<file path="src/rtl/capsense_scan_ctrl.sv">
// Scan scheduler and debounce filter for the CapSense core.
// Define CAPSENSE_SCAN_IRQ_EN to enable the button-change interrupt on irq_o.
module capsense_scan_ctrl #(
    parameter int FREQUENCY = 24,
    parameter int N         = 4,
    parameter int POLL_BITS = 17,
    parameter int SETTLE    = 255,
    parameter int DEB       = 3
) (
    input  logic         clk_i,
    input  logic         rst_ni,
    input  logic         enable_i,
    input  logic         scan_now_i,
    input  logic [N-1:0] cs_sampled_i,
    output logic         cs_ena_o,
    output logic         cs_start_o,
    output logic [N-1:0] buttons_o,
    output logic         valid_o,
    output logic         busy_o,
    output logic         irq_o,
    input  logic         ack_i
);

    // Nearest integer to FREQUENCY/1.5, i.e. a ~1.5 MHz sample tick.
    localparam int MOD_SAMP = (FREQUENCY * 2 + 1) / 3;
    localparam int PRESC_W  = (MOD_SAMP > 1) ? $clog2(MOD_SAMP) : 1;
    localparam logic [PRESC_W-1:0] PRESC_LAST  = PRESC_W'(MOD_SAMP - 1);
    localparam logic [15:0]        SETTLE_LAST = 16'(SETTLE - 1);
    localparam logic [3:0]         DC_LAST     = 4'(DEB - 1);

    typedef enum logic [1:0] {
        S_IDLE,
        S_START,
        S_SETTLE,
        S_CAPTURE
    } state_t;

    state_t                 state_q, state_d;
    logic [PRESC_W-1:0]     presc_q;
    logic [POLL_BITS-1:0]   poll_q;
    logic [15:0]            settle_q;
    logic                   pending_q;
    logic                   pend_clr, settle_clr, settle_inc;
    logic                   poll_wrap;
    logic [N-1:0]           btn_d;
    logic [N-1:0][3:0]      dc_q, dc_d;

    always_ff @(posedge clk_i or negedge rst_ni) begin
        if (!rst_ni) begin
            presc_q  <= '0;
            cs_ena_o <= 1'b0;
        end else begin
            cs_ena_o <= (presc_q == PRESC_LAST);
            presc_q  <= (presc_q == PRESC_LAST) ? '0 : presc_q + 1'b1;
        end
    end

    assign poll_wrap = cs_ena_o && enable_i && (&poll_q);

    // A new request wins over the IDLE-exit clear so that no request is lost.
    always_ff @(posedge clk_i or negedge rst_ni) begin
        if (!rst_ni) begin
            poll_q    <= '0;
            pending_q <= 1'b0;
        end else begin
            if (cs_ena_o && enable_i) begin
                poll_q <= poll_q + 1'b1;
            end
            pending_q <= (pending_q && !pend_clr) || scan_now_i || poll_wrap;
        end
    end

    always_comb begin
        state_d    = state_q;
        pend_clr   = 1'b0;
        settle_clr = 1'b0;
        settle_inc = 1'b0;
        case (state_q)
            S_IDLE: begin
                if (pending_q) begin
                    pend_clr = 1'b1;
                    state_d  = S_START;
                end
            end
            S_START: begin
                if (cs_ena_o) begin
                    settle_clr = 1'b1;
                    state_d    = S_SETTLE;
                end
            end
            S_SETTLE: begin
                if (cs_ena_o) begin
                    if (settle_q == SETTLE_LAST) begin
                        state_d = S_CAPTURE;
                    end else begin
                        settle_inc = 1'b1;
                    end
                end
            end
            S_CAPTURE: state_d = S_IDLE;
            default:   state_d = S_IDLE;
        endcase
    end

    always_ff @(posedge clk_i or negedge rst_ni) begin
        if (!rst_ni) begin
            state_q    <= S_IDLE;
            settle_q   <= '0;
            cs_start_o <= 1'b0;
            valid_o    <= 1'b0;
        end else begin
            state_q    <= state_d;
            cs_start_o <= (state_d == S_START);
            valid_o    <= (state_q == S_CAPTURE);
            if (settle_clr) begin
                settle_q <= '0;
            end else if (settle_inc) begin
                settle_q <= settle_q + 16'd1;
            end
        end
    end

    assign busy_o = (state_q != S_IDLE);

    always_comb begin
        btn_d = buttons_o;
        dc_d  = dc_q;
        for (int i = 0; i < N; i++) begin
            if (cs_sampled_i[i] == buttons_o[i]) begin
                dc_d[i] = 4'd0;
            end else if (dc_q[i] == DC_LAST) begin
                btn_d[i] = ~buttons_o[i];
                dc_d[i]  = 4'd0;
            end else begin
                dc_d[i] = dc_q[i] + 4'd1;
            end
        end
    end

    always_ff @(posedge clk_i or negedge rst_ni) begin
        if (!rst_ni) begin
            buttons_o <= '0;
            dc_q      <= '0;
        end else if (state_q == S_CAPTURE) begin
            buttons_o <= btn_d;
            dc_q      <= dc_d;
        end
    end

`ifdef CAPSENSE_SCAN_IRQ_EN
    logic btn_change;
    assign btn_change = (state_q == S_CAPTURE) && (btn_d != buttons_o);

    always_ff @(posedge clk_i or negedge rst_ni) begin
        if (!rst_ni) begin
            irq_o <= 1'b0;
        end else if (btn_change) begin
            irq_o <= 1'b1;
        end else if (ack_i) begin
            irq_o <= 1'b0;
        end
    end
`else
    logic unused_ack;
    assign unused_ack = ack_i;
    assign irq_o      = 1'b0;
`endif

endmodule

</file>
<file path="config.mk">
export PLATFORM = sky130hd
export DESIGN_NAME = capsense_scan_ctrl
export DESIGN_NICKNAME = d
export VERILOG_FILES = /design/src/rtl/capsense_scan_ctrl.sv
export SDC_FILE = /design/constraint.sdc
export NUM_CORES = 1
export LEC_CHECK = 0
export ABC_CLOCK_PERIOD_IN_PS = 6000
export CORE_UTILIZATION = 64
export CTS_CLUSTER_DIAMETER = 50
export CTS_CLUSTER_SIZE = 12
export DETAILED_ROUTE_END_ITERATION = 12
export HOLD_SLACK_MARGIN = 0.02
export PLACE_DENSITY = 0.85
export SKIP_LAST_GASP = 1
export SLEW_MARGIN = 30
export SYNTH_ARGS = -nofsm -noshare
export SYNTH_HDL_FRONTEND = slang
export SYNTH_SLANG_ARGS = --single-unit
</file>
<file path="constraint.sdc">
create_clock -name clk_i -period 6 [get_ports clk_i]
set_input_delay 1.2 -clock clk_i [delete_from_list [all_inputs] [get_ports clk_i]]
set_output_delay 1.2 -clock clk_i [all_outputs]
set_load 0.01 [all_outputs]
</file>
Word level (Yosys, flattened, before mapping) --
Cells that the tools add are included.
Cells by class: bitwise gates (word level) 8, $add $sub $neg 7, muxes and demuxes 23, reduce and logical (&&, ||, !) cells 14, equality and inequality tests 14
Operators by type and width (count):
- $mux W4 | 9
- $mux W16 | 2
- $add A4 B1 Y4 const B | 5
- $add A17 B1 Y17 const B | 1
- $reduce_and A17 Y1 | 1
- $add A16 B1 Y16 const B | 1
- $eq A16 B8 Y1 const B | 1
- $eq A4 B2 Y1 const B | 4
- $reduce_and A3 Y1 | 4
- $mux W2 | 4
- $not A1 Y1 | 8
- $pmux W2 S4 | 1
- $mux W1 | 7
- $eq A1 B1 Y1 | 4
- $eq A2 B1 Y1 const B | 2
- $eq A2 B2 Y1 const B | 2
- $eq A4 B4 Y1 const B | 1
- $reduce_bool A2 Y1 | 2
- $logic_and A1 B1 Y1 | 3
- $logic_not A2 Y1 | 1
- $logic_or A1 B1 Y1 | 2
- $logic_not A1 Y1 | 1
Storage, ports and cells: output and inout bits 9, input port bits 9, logic and storage cells 82, flip-flop bits (word level) 63

Longest topological paths before layout --
depth after elaboration 6, mapped depth 7, mapped depth without buffers 7

Worst setup path after synthesis --
No wires, ideal clock.
path type input port to flip-flop, start in cs_sampled_i[2], end reg dc_q[10] (netlist name), path slack 4031 ps, library setup time 64 ps, arrival 1905 ps, data required time 5936 ps, buffers on the path 0, stages 4, cell sequence xnor2_1 -> or3_1 -> nor3b_1 -> a21o_1
Between the ends: longest elaborated chain between the ends 2
RTL lines:
- start: declaration | line 14 | input logic [N-1:0] cs_sampled_i,
- $eq A1 B1 Y1 | line 129 | if (cs_sampled_i[i] == buttons_o[i]) begin
- $mux W4 | line 129
- end signal: assignment | line 143 | dc_q <= '0;
- end signal: assignment | line 146 | dc_q <= dc_d;
- end: declaration | line 46 | logic [N-1:0][3:0] dc_q, dc_d;
No other way between the ends. A chain may end at the register's enable or synchronous reset.

Worst setup path in the final report --
start reg state_q[0], end out busy_o
Between the ends: longest elaborated chain between the ends 1
RTL lines:
- start: declaration | line 38 | state_t state_q, state_d;
- start signal: assignment | line 112 | state_q <= state_d;
- $reduce_bool A2 Y1 | line 123 | assign busy_o = (state_q != S_IDLE);
- end: declaration | line 19 | output logic busy_o,
No other way between the ends.

==> PnR_summary.wiki <==
{| class="wikitable"
! Metric !! Value
|-
| Normalized max-slew margin || 48.53%
|-
| Delay of the slowest cell on the worst path || 490 ps
|-
| Overall die height || 72.19 um
|-
| Setup repair bufs after CTS || 0
|-
| Endpoint required time on the critical path || 4800 ps
|-
| Endpoint class of the critical path || output port
|-
| Fraction of final layout cells sized beyond drive strength 1 || 9.970%
|-
| Final Hold Violating Endpoints || 0
|-
| TritonCTS clock tree || built
|-
| Global-route usage over all layers || 25.86%
|-
| Final number of setup-violating endpoints || 0
|-
| Setup CP Type || reg2out
|-
| Die Footprint || 5211 um^2
|-
| Power per cell area || 253.8 nW/um^2
|-
| Clock Latency Late Sink || 340 ps
|-
| Syn Area/Cell || 10.30 um^2
|-
| Met1 track demand over resource in global routing || 32.30%
|-
| Worst-Margin Slew || 772.1 ps
|-
| Largest driver fanout on the critical path || 9
|-
| CTS clock-pin slew for the worst setup and hold paths || 70 ps
|-
| Residual overflow from global routing || 0
|-
| Vias || 2313
|-
| Chain of cells forming the critical path || or2_2 > clkdlybuf4s50_1
|-
| Gate family responsible for the most delay along the worst path || buffers and inverters
|-
| Status || complete, no violations
|-
| Count of maximum capacitance violations || 0
|-
| Pleak || 1.686 nW
|-
| Post-synthesis instance total || 306
|-
| Number of antenna violations at the first check in global routing || 0
|-
| #FFs+latches synth || 63
|-
| Critical-path cell with the highest stage delay || clkdlybuf4s50_1
|-
| Resized cells post-CTS || 0
|-
| Post-CTS Hold Fix Bufs || 0
|-
| Placed cells || 382
|-
| Final worst-path cycle share || 47.19%
|-
| Root buffer selected by CTS || clkbuf_8
|-
| PnR Total Power || 0.0009128 W
|-
| Number of global-route vias before repair || 2387
|-
| Met2 usage in global routing || 42.06%
|-
| Post-detailed-route count of antenna-violating nets || 0
|-
| Met3 routing resource usage after global routing || 7.778%
|-
| Max Clock Freq || 353.2 MHz
|-
| Maximum number of pins on one net before global-route repair || 64
|-
| Number of antenna diodes || 0
|-
| Yosys warnings || 0
|-
| Clock buffers created by TritonCTS || 9
|-
| Hpwl dp || 3824 um
|-
| Peak-usage layer in the global routing report || met2
|-
| Worst Setup Start Kind || register
|-
| Number of remaining DRC errors || 0
|-
| Routed Wire Length || 5820 um
|-
| Crit path arrival time || 1630 ps
|-
| Number of slew-limit violations in the final report || 0
|-
| Num Clock Sinks || 63
|-
| DR WL/cell || 14.62 um
|-
| Number of distinct library cells after synthesis || 43
|-
| Net count, final || 348
|-
| Top_reg_cell synth || dfrtp_1
|-
| Starting utilization of the core area || 66.75%
|-
| Placeable core region || 4723 um^2
|-
| Register-to-register setup slack || 3930 ps
|-
| Post-layout min period || 2832 ps
|-
| Wire length of the first global-routing pass || 10250 um
|-
| Synth-to-Final Area Change || 14.05%
|-
| Fraction of synthesis flops using an asynchronous set or reset pin || 100.0%
|-
| GPL Wtd Cong || 0.7594
|-
| EDFF count, synth || 0
|-
| Mean number of vias per cell || 5.812
|-
| # port buffers || 15
|-
| Post-synth net total || 328
|-
| Non-filler cells in the finished layout || 398
|-
| DRT Pass-1 Iters || 4
|-
| Setup TNS || 0 ps
|-
| Top-level I/O count || 18
|-
| H-Tree Depth || 3
|-
| 1st-iter DRT viols || 199
|-
| Sequential fraction of the synthesis area || 50.00%
|-
| Row Count || 25
|-
| CP bufs+invs || 1
|-
| VDD IR max || 0.0001780 V
|-
| Die Wd || 72.19 um
|-
| RSZ-0062 raised after global routing || false
|-
| Max clock buf depth || 2
|-
| Mapped cell area || 3153 um^2
|-
| Worst min path class || reg2reg
|-
| Clock Skew || 12.15 ps
|}
## final timing paths
check                            startpoint          end  depth (start not counted)
worst max-delay path             state_q[0]       busy_o                          2
worst min-delay path              poll_q[9]    poll_q[9]                          1
worst max register to register  settle_q[0]  settle_q[3]                          6
worst min register to register    poll_q[9]    poll_q[9]                          1
max in group asynchronous            rst_ni      dc_q[3]                          2
min in group asynchronous            rst_ni     dc_q[12]                          2
## final cells by class
class | instances | area (um^2)
flip-flops and latches | 63 | 1577
multi-input cells | 223 | 1495
fillers | 309 | 1127
repair buffers | 16 | 152.6
clock buffers | 13 | 148.9
clock inverters | 3 | 90.09
well taps | 67 | 83.83
inverters | 13 | 48.80
## cell usage in the layout, fill, tap and decap left out, drive strengths merged, types with 7 or more instances in the layout
master         count
dfrtp             63
nand2             34
o21ai             23
nand3             14
xnor2             14
clkdlybuf4s50     14
inv               13
ha                13
clkbuf            13
nor2              11
a21oi              9
nand4              8
and3               8
nor3b              8
mux2i              7
## power by group
part | switching (W) | internal (W) | leakage, nW
Sequential | 0.00000430 | 0.000430 | 0.796
Clock | 0.000160 | 0.000288 | 0.118
Combinational | 0.0000160 | 0.0000144 | 0.772
Total | 0.000181 | 0.000732 | 1.69
## metal layers
metal	part of all wire, %	wire length, um
met1	47	2727
met2	48	2820
met3	3.2	188
met4	1.4	83
met5	0	0
## stage by stage
stage	hold slack (ps)	area [um^2]	setup slack, ps	utilization [%]
finish	476.6	3596	3168	76.13
global route	495.9	3596	3128	76.13
CTS	481.1	3596	3165	76.13
detailed placement	463.5	3357	3321	71.07
global placement	452.4	3357	3360	71.07
floorplan	438.3	3153	4031	-
## Yosys cell counts, types with 7 or more instances
cell	count	share of area, %
dfrtp_1	63	50
nand2_1	34	4.0
o21ai_0	20	3.2
nand3_1	14	2.2
xnor2_1	14	3.9
ha_1	13	5.2
inv_1	13	1.5
nor2_1	11	1.3
a21oi_1	9	1.4
and3_1	8	1.6
nand4_1	8	1.6
nor3b_1	8	1.9
mux2i_1	7	2.2
## logic make-up (layout without fill, tap and decap cells)
family / Yosys count / count (layout) / share of synthesized area (%)
xor+xnor: 20 / 20 / 5.556
simple gates: 121 / 121 / 21.11
other cells: 1 / 1 / 0.1189
mux: 13 / 13 / 4.365
compound gates: 55 / 55 / 11.11
buf+inv: 20 / 45 / 2.579
flops: 63 / 63 / 50.00
fa+ha+maj: 13 / 13 / 5.159
## registers in the layout, indices dropped and copies added (netlist names)
signal and count:
pending_q 1, settle_q 16, presc_q 4, state_q 2, dc_q 16, buttons_o 4, valid_o 1, cs_start_o 1
cs_ena_o 1, poll_q 17
No activity file was read; power rests on OpenSTA's default activity.
